`config.mk`:
```
export PLATFORM = sky130hd
export DESIGN_NAME = stumps_bist_sequencer
export DESIGN_NICKNAME = d
export VERILOG_FILES = /design/src/rtl/stumps_bist_pkg.sv /design/src/rtl/bist_cycle_counter.sv /design/src/rtl/stumps_bist_sequencer.sv
export SDC_FILE = /design/constraint.sdc
export NUM_CORES = 1
export LEC_CHECK = 0
export CAP_MARGIN = 30
export CORE_ASPECT_RATIO = 0.75
export CORE_UTILIZATION = 39
export CTS_CLUSTER_SIZE = 8
export DETAILED_ROUTE_END_ITERATION = 12
export PLACE_DENSITY = 0.79
export SYNTH_ARGS = -nofsm -noshare
export SYNTH_HDL_FRONTEND = slang
export SYNTH_SLANG_ARGS = --single-unit
```
`constraint.sdc`:
```
create_clock -name clk -period 2 [get_ports clk]
set_input_delay 0.2 -clock clk [delete_from_list [all_inputs] [get_ports clk]]
set_output_delay 0.2 -clock clk [all_outputs]
set_load 0.01 [all_outputs]
```
`src/rtl/stumps_bist_pkg.sv`:
```
// Shared state encoding and counter sizing for the STUMPS BIST sequencer.
package stumps_bist_pkg;

   typedef enum logic [2:0] {
      IDLE    = 3'd0,
      SEED    = 3'd1,
      SHIFT   = 3'd2,
      CAPTURE = 3'd3,
      UNLOAD  = 3'd4,
      COMPARE = 3'd5,
      DONE    = 3'd6
   } bist_state_e;

   // Bits needed to hold values 0..n-1, never less than one.
   function automatic int cnt_width(input int n);
      return (n <= 2) ? 1 : $clog2(n);
   endfunction

endpackage

```
`src/rtl/bist_cycle_counter.sv`:
```
// Up-counter with synchronous clear (priority over enable) and a combinational terminal-count flag.
module bist_cycle_counter #(
   parameter int Width    = 4,
   parameter int Terminal = 3
) (
   input  logic             i_clk,
   input  logic             i_rst_n,
   input  logic             i_clr,
   input  logic             i_en,
   output logic [Width-1:0] o_count,
   output logic             o_terminal
);

   logic [Width-1:0] r_count;

   always_ff @(posedge i_clk or negedge i_rst_n) begin
      if (!i_rst_n) begin
         r_count <= '0;
      end else if (i_clr) begin
         r_count <= '0;
      end else if (i_en) begin
         r_count <= r_count + 1'b1;
      end
   end

   assign o_count    = r_count;
   assign o_terminal = (r_count == Width'(Terminal));

endmodule

```
`src/rtl/stumps_bist_sequencer.sv`:
```
// STUMPS BIST run sequencer: seeds, shifts/captures NumPatterns patterns with overlapped unload,
// then compares the final MISR signature against the golden value.
module stumps_bist_sequencer
   import stumps_bist_pkg::*;
#(
   parameter int ShiftSize   = 45,
   parameter int NumPatterns = 45,
   parameter int SigWidth    = 16
) (
   input  logic                                  clk,
   input  logic                                  rstBarIn,
   input  logic                                  start,
   input  logic                                  abort,
   input  logic [SigWidth-1:0]                   misrSig,
   input  logic [SigWidth-1:0]                   goldenSig,
   output logic                                  NbarT,
   output logic                                  rstOut,
   output logic                                  seedLoad,
   output logic                                  PRPG_En,
   output logic                                  SRSG_En,
   output logic                                  SISA_En,
   output logic                                  MISR_En,
   output logic                                  busy,
   output logic                                  done,
   output logic                                  pass,
   output logic [cnt_width(NumPatterns+1)-1:0]   patCount,
   output logic [2:0]                            o_dbg_state,
   output logic [cnt_width(ShiftSize)-1:0]       o_dbg_sht_count
);

   localparam int ShtW = cnt_width(ShiftSize);
   localparam int PatW = cnt_width(NumPatterns + 1);

   bist_state_e     r_state;
   logic            r_done;
   logic            r_pass;
   logic [ShtW-1:0] w_sht_count;
   logic [PatW-1:0] w_pat_count;
   logic            w_sht_term;
   logic            w_pat_term;
   logic            w_shifting;
   logic            w_sht_en;
   logic            w_sht_clr;
   logic            w_pat_en;
   logic            w_pat_clr;

   // The shift counter holds at its terminal value so it never wraps; leaving SHIFT/UNLOAD clears it.
   assign w_shifting = (r_state == SHIFT) || (r_state == UNLOAD);
   assign w_sht_en   = w_shifting && !w_sht_term;
   assign w_sht_clr  = abort || !w_shifting;
   assign w_pat_en   = (r_state == CAPTURE);
   assign w_pat_clr  = abort || (r_state == SEED) ||
                       (start && ((r_state == IDLE) || (r_state == DONE)));

   bist_cycle_counter #(.Width(ShtW), .Terminal(ShiftSize - 1)) u_sht_counter (
      .i_clk      (clk),
      .i_rst_n    (rstBarIn),
      .i_clr      (w_sht_clr),
      .i_en       (w_sht_en),
      .o_count    (w_sht_count),
      .o_terminal (w_sht_term)
   );

   bist_cycle_counter #(.Width(PatW), .Terminal(NumPatterns - 1)) u_pat_counter (
      .i_clk      (clk),
      .i_rst_n    (rstBarIn),
      .i_clr      (w_pat_clr),
      .i_en       (w_pat_en),
      .o_count    (w_pat_count),
      .o_terminal (w_pat_term)
   );

   always_ff @(posedge clk or negedge rstBarIn) begin
      if (!rstBarIn) begin
         r_state <= IDLE;
         r_done  <= 1'b0;
         r_pass  <= 1'b0;
      end else if (abort) begin
         r_state <= IDLE;
         r_done  <= 1'b0;
         r_pass  <= 1'b0;
      end else begin
         case (r_state)
            IDLE: begin
               if (start) begin
                  r_state <= SEED;
                  r_pass  <= 1'b0;
               end
            end
            SEED:    r_state <= SHIFT;
            SHIFT:   if (w_sht_term) r_state <= CAPTURE;
            CAPTURE: r_state <= w_pat_term ? UNLOAD : SHIFT;
            UNLOAD:  if (w_sht_term) r_state <= COMPARE;
            COMPARE: begin
               r_state <= DONE;
               r_done  <= 1'b1;
               r_pass  <= (misrSig == goldenSig);
            end
            DONE: begin
               if (start) begin
                  r_state <= SEED;
                  r_done  <= 1'b0;
                  r_pass  <= 1'b0;
               end
            end
            default: begin
               r_state <= IDLE;
               r_done  <= 1'b0;
               r_pass  <= 1'b0;
            end
         endcase
      end
   end

   // COMPARE stays in test mode: only CAPTURE drops NbarT while busy.
   always_comb begin
      NbarT    = 1'b0;
      rstOut   = 1'b0;
      seedLoad = 1'b0;
      PRPG_En  = 1'b0;
      SRSG_En  = 1'b0;
      SISA_En  = 1'b0;
      MISR_En  = 1'b0;
      busy     = 1'b0;
      case (r_state)
         SEED: begin
            rstOut   = 1'b1;
            seedLoad = 1'b1;
            NbarT    = 1'b1;
            busy     = 1'b1;
         end
         SHIFT: begin
            PRPG_En = 1'b1;
            SRSG_En = 1'b1;
            SISA_En = 1'b1;
            MISR_En = (w_pat_count != '0);
            NbarT   = 1'b1;
            busy    = 1'b1;
         end
         CAPTURE: busy = 1'b1;
         UNLOAD: begin
            SRSG_En = 1'b1;
            MISR_En = 1'b1;
            NbarT   = 1'b1;
            busy    = 1'b1;
         end
         COMPARE: begin
            NbarT = 1'b1;
            busy  = 1'b1;
         end
         default: ;
      endcase
   end

   assign done            = r_done;
   assign pass            = r_pass;
   assign patCount        = w_pat_count;
   assign o_dbg_state     = r_state;
   assign o_dbg_sht_count = w_sht_count;

endmodule

```
==> out/results.ini <==
[critical_path]
ff2ff_path_depth = 5
crit_arrival_ns = 1.72
worst_setup_path_end_kind = primary output
reg2reg_from = u_sht_counter.o_count[0]
path_class = reg -> out
cp.required_ns = 1.80
start_kind = register
cp_max_fo = 15
startpoint = o_dbg_state[2]
reg2reg_slack_ns = 0.37
timing.rr.end = o_dbg_state[2]

[cells_and_area]
utilization_pct = 67.1
fillCellCount = 197
layout-drive-gt1-share_pct = 5.35
area_growth_pct = 54.9
n_antenna_cell = 0
fin_nets = 228

[die]
rows = 16
die_width_um = 65.7
initial_core_util_pct = 43.3
core-area_mm2 = 0.00274
die-area_mm2 = 0.00327
die_height_um = 49.8
io_pins = 61

[global_route]
grt_max_degree = 18
antenna_found_initial = 0
grt_overflow_total = 0
grt_pass1_vias = 1123
globalRouteTotalUtil_pct = 21.0
grt_pass1_wl_mm = 5.07

[synth]
synthTopCellsByCount = xor2_1 (21), nor2_1 (19), dfrtp_1 (17)
ys_seq_area_share_pct = 35.8
synth_area_leaders = dfrtp_1 (36%), xor2_1 (15%), nor2_1 (6.0%), ha_1 (4.2%), xnor2_1 (3.7%)
postSynthNetCount = 171
synth_edf_count = 0
synth_most_common_cell = xor2_1
ys_async_sr_fraction_pct = 100
synth_top_area_cell = dfrtp_1
synth_top_cell_area_share_pct = 35.8
synth.distinct_cells = 37
synth_area_mm2 = 0.00119
synthesis.instances = 131
yosys_most_used_dff = dfrtp_1
ys_warn_count = 0
synth_area_per_cell_um2 = 9.06
synth_seq_cells = 17

[sta]
hold_violations = 0
post-route-period-util_pct = 95.8
worstMarginPinSlew_ns = 0.787
max_freq_mhz = 522
setup-violations-final = 0
finalClockSkew_ns = 0.00426
rsz0062_at_grt = no
min_period_ns = 1.92
finalMaxSlewViolations = 0
setup_tns_ns = 0
slew_headroom_pct = 47.4

[clock_tree]
numCtsBuffers = 3
ctsRootBufferMaster = clkbuf_8
clk_latency_ns = 0.25
cts_tree = built
htreeDepth = 1
cts_setup_buffers = 0
clock_path_buffers = 2
clkTransAtPathRegs_ns = 0.07
clock-sinks = 17

[detailed_routing]
drc = 0
drt_iter0_drc = 51
vias_per_cell = 5.19
dr.pass1.iters = 4
antenna_left = 0
wire_per_inst_um = 13.8
vias = 1158
wl_mm = 3.08

[power_and_ir_drop]
p_leak_nw = 0.750
irDropWorstVdd_uv = 299
power.density_mw_per_mm2 = 500

[place]
portBuffers = 60
dp_hpwl_mm = 2.48
routabilityCongestion = 0.826

[worst_hold_path]
hold_path_class = in -> async

[job]
drv_cap = 0

[outcome]
outcome = completed

[layout make-up]
class | instances | area (um2) | area share [%]
Sequential cell | 17 | 429 | 23.3
Tap cell | 36 | 45.0 | 2.45
Inverter | 7 | 26.3 | 1.43
Timing Repair Buffer | 60 | 599 | 32.6
Multi-Input combinational cell | 99 | 693 | 37.7
Clock inverter | 1 | 5.00 | 0.272
Clock buffer | 3 | 41.3 | 2.24
[logic make-up after synthesis]
kind of cell / synth area share, %
AND/OR/NAND/NOR: 21.6
XOR/XNOR: 19.2
AO/OA/AOI/OAI: 12.5
flip-flops: 35.8
buffers and inverters: 5.80
adder cells (fa/ha/maj): 4.22
multiplexers: 0.843
[routing by layer]
metal	routed length [um]	global-route usage (%)
met1	1300	25.6
met2	1470	35.0
met3	260	6.71
met4	46	5.80
met5	0	0
[worst max-delay path: stages, from the launching register on]
cell and delay (ns):
dfrtp_2 0.51, nand2b_1 0.20, nor2_1 0.18, clkdlybuf4s50_1 0.57
[what timing repair did]
item | in CTS | in global routing
pin swaps | 0 | 0
hold buffers | 0 | 0
endpoints found under the setup margin | 2 | 6
gates resized for setup | 3 | 1
[flip-flops by register name (all words and copies together) (netlist names)]
name and count:
u_pat_counter.o_count 6, u_sht_counter.o_count 6, o_dbg_state 3, done 1, pass 1
[stage by stage]
| stage | power [mW] | hold WS [ns] | setup slack, ns | cell area, um2 | cells |
|---|---|---|---|---|---|
| floorplan | 0.507 | -0.0956 | 0.538 | 1190 | 131 |
| global placement | 0.657 | 0.544 | 0.257 | 1790 | 219 |
| detailed placement | 0.663 | 0.539 | 0.187 | 1790 | 219 |
| CTS | 0.928 | 0.431 | 0.0305 | 1840 | 223 |
| global route | 0.967 | 0.463 | 0.00926 | 1840 | 223 |
| finish | 0.920 | 0.400 | 0.0836 | 1840 | 223 |
[placed cells by master (no fill, tap or decap), drive strengths merged]
cell	instances
mux2i	1
nor4	3
clkbuf	3
nand2	4
nand2b	4
and2b	1
dfrtp	17
a21o	1
nor4b	1
and3b	1
nand3b	1
nand4b	1
or3	1
o2111ai	2
and2	2
nand4	5
nand3	1
o31ai	1
dlygate4sd2	1
xor2	21
a22o	1
o21ai	3
a211oi	2
ha	4
and3	1
o41ai	2
nor2	19
xnor2	5
clkinv	1
clkdlybuf4s50	59
a311o	1
a21oi	6
o21a	2
nor3	2
inv	7
[worst max path at each step]
| stage | slack (ns) | to |
|---|---|---|
| floorplan | 0.54 | o_dbg_state[2] |
| global placement | 0.26 | MISR_En |
| detailed placement | 0.19 | MISR_En |
| CTS | 0.03 | seedLoad |
| global route | 0.009 | MISR_En |
| finish | 0.08 | PRPG_En |
[power by group]
part | switching (mW) | internal [mW]
sequential | 0.0284 | 0.354
combinational | 0.112 | 0.165
clock | 0.122 | 0.138
Power figures use the tool's default switching activity.
==> variant: new RTL, same settings <==
One comparison of `r_count` changes from == to >=.
--- a/src/rtl/bist_cycle_counter.sv
+++ b/src/rtl/bist_cycle_counter.sv
@@ -26,3 +26,3 @@
    assign o_count    = r_count;
-   assign o_terminal = (r_count == Width'(Terminal));
+   assign o_terminal = (r_count >= Width'(Terminal));
 
Behaviour: same outputs for any inputs over 10 cycles, from zero or initial values and one cycle with rstBarIn low; that may be too few to reach the edited logic, so the function may still have changed.
==> variant against the original RTL <==
- total power rose by 14%
- area after synthesis rose by 2.3%
- final area rose by 5.0%
- first-iteration DRC count fell by 41%
- register-to-register slack improved by 70 ps
- sequential cell count did not move
- synthesized cell count rose by 3.1%
- critical path depth rose by 1
- fmax fell by 0.38%
- wire length rose by 2.7%
- setup slack got worse by 7.3 ps
==> variant: results (changes against the original RTL) <==
ff2ff_setup_slack_ps: 440  # +70 ps
worstReg2RegEnd: "o_dbg_state[1]"
synthAdderAreaFrac_pct: 4.12  # -0.095 points
avgRoutedWirePerCell_um: 13.4  # -2.9%
synthesis.nets: 175  # +2.3%
drt_iter0_drc: 30  # -41%
layout-drive-gt1-share_pct: 11.1  # +5.8 points
area_delta_synth_final_pct: 58.9
synthXorXnorAreaFrac_pct: 19.5  # +0.29 points
nFillCells: 256  # +30%
irDropWorstVdd_v: 0.000494  # +65%
max_stage_delay_ps: 550  # -20 ps
outcome: "complete, no violations"
synthTopCellsByArea: "dfrtp_1 35%, xnor2_1 13%, nor2_1 7.1%"
swShare_pct: 30.4  # +1.9 points
ys_seq_area_share_pct: 35.0  # -0.81 points
fin_skew_ps: 3.62  # -0.638 ps
synth_compound_area_share_pct: 11.8  # -0.70 points
viasPerCell: 4.99  # -3.9%
ys_top_cells_by_count: "23 x nor2_1, 18 x xnor2_1, 17 x dfrtp_1, 9 x xor2_1"
place_congestion: 0.797  # -3.5%
grt_use_total_pct: 20.1  # -0.90 points
syn_inst: 135  # +3.1%
crit_path_max_fanout: 6  # -9
fin_hold_ws_ps: 279  # -120 ps
dp_hpwl_um: 2520  # +1.7%
place_area_um2: 1840  # +2.9%
first_global_vias: 1139  # +1.4%
[variant: worst max path at each step]
| stage | from | endpoint | slack [ps] | cells after the start |
|---|---|---|---|---|
| after CTS | u_pat_counter.o_count[0] | MISR_En | 3 | 6 |
| after floorplan | o_dbg_state[1] | o_dbg_state[1] | 610 | 4 |
| after global routing | o_dbg_state[2] | busy | 3 | 4 |
| after detailed placement | u_pat_counter.o_count[2] | MISR_En | 240 | 5 |
| after global placement | u_pat_counter.o_count[2] | MISR_En | 320 | 5 |
| final | o_dbg_state[2] | busy | 80 | 4 |
[variant: cells by family (layout without fill, tap and decap cells)]
family	after synthesis	after routing
XOR/XNOR	27	27
flip-flops	17	17
AND/OR/NAND/NOR	53	53
adder cells (fa/ha/maj)	4	4
AO/OA/AOI/OAI	20	20
buffers and inverters	14	77
[variant: per-layer routing]
layer | global-route usage [%] | share of wire, %
met2 | 33.5 | 50
met4 | 4.26 | 0
met3 | 4.77 | 6.7
met1 | 26.3 | 43
met5 | 0 | 0
[variant: repair_timing]
action	CTS	global route
setup buffers	1	0
pin swaps	1	1
gates resized for setup	1	8
endpoints found under the setup margin	1	3
[variant: power by group through the flow]
stage	combinational, mW	sequential [mW]	clock (mW)
floorplan	0.197	0.388	0
global placement	0.396	0.381	0
detailed placement	0.405	0.381	0
CTS	0.410	0.376	0.267
global route	0.443	0.380	0.281
finish	0.412	0.378	0.257
[variant: final cells by class]
cell class / count / area share [%]
Sequential cell: 17 / 22.2
Tap cell: 38 / 2.46
Clock inverter: 1 / 0.259
Clock buffer: 3 / 2.14
Multi-Input combinational cell: 104 / 38.0
Timing Repair Buffer: 65 / 33.3
Inverter: 8 / 1.56
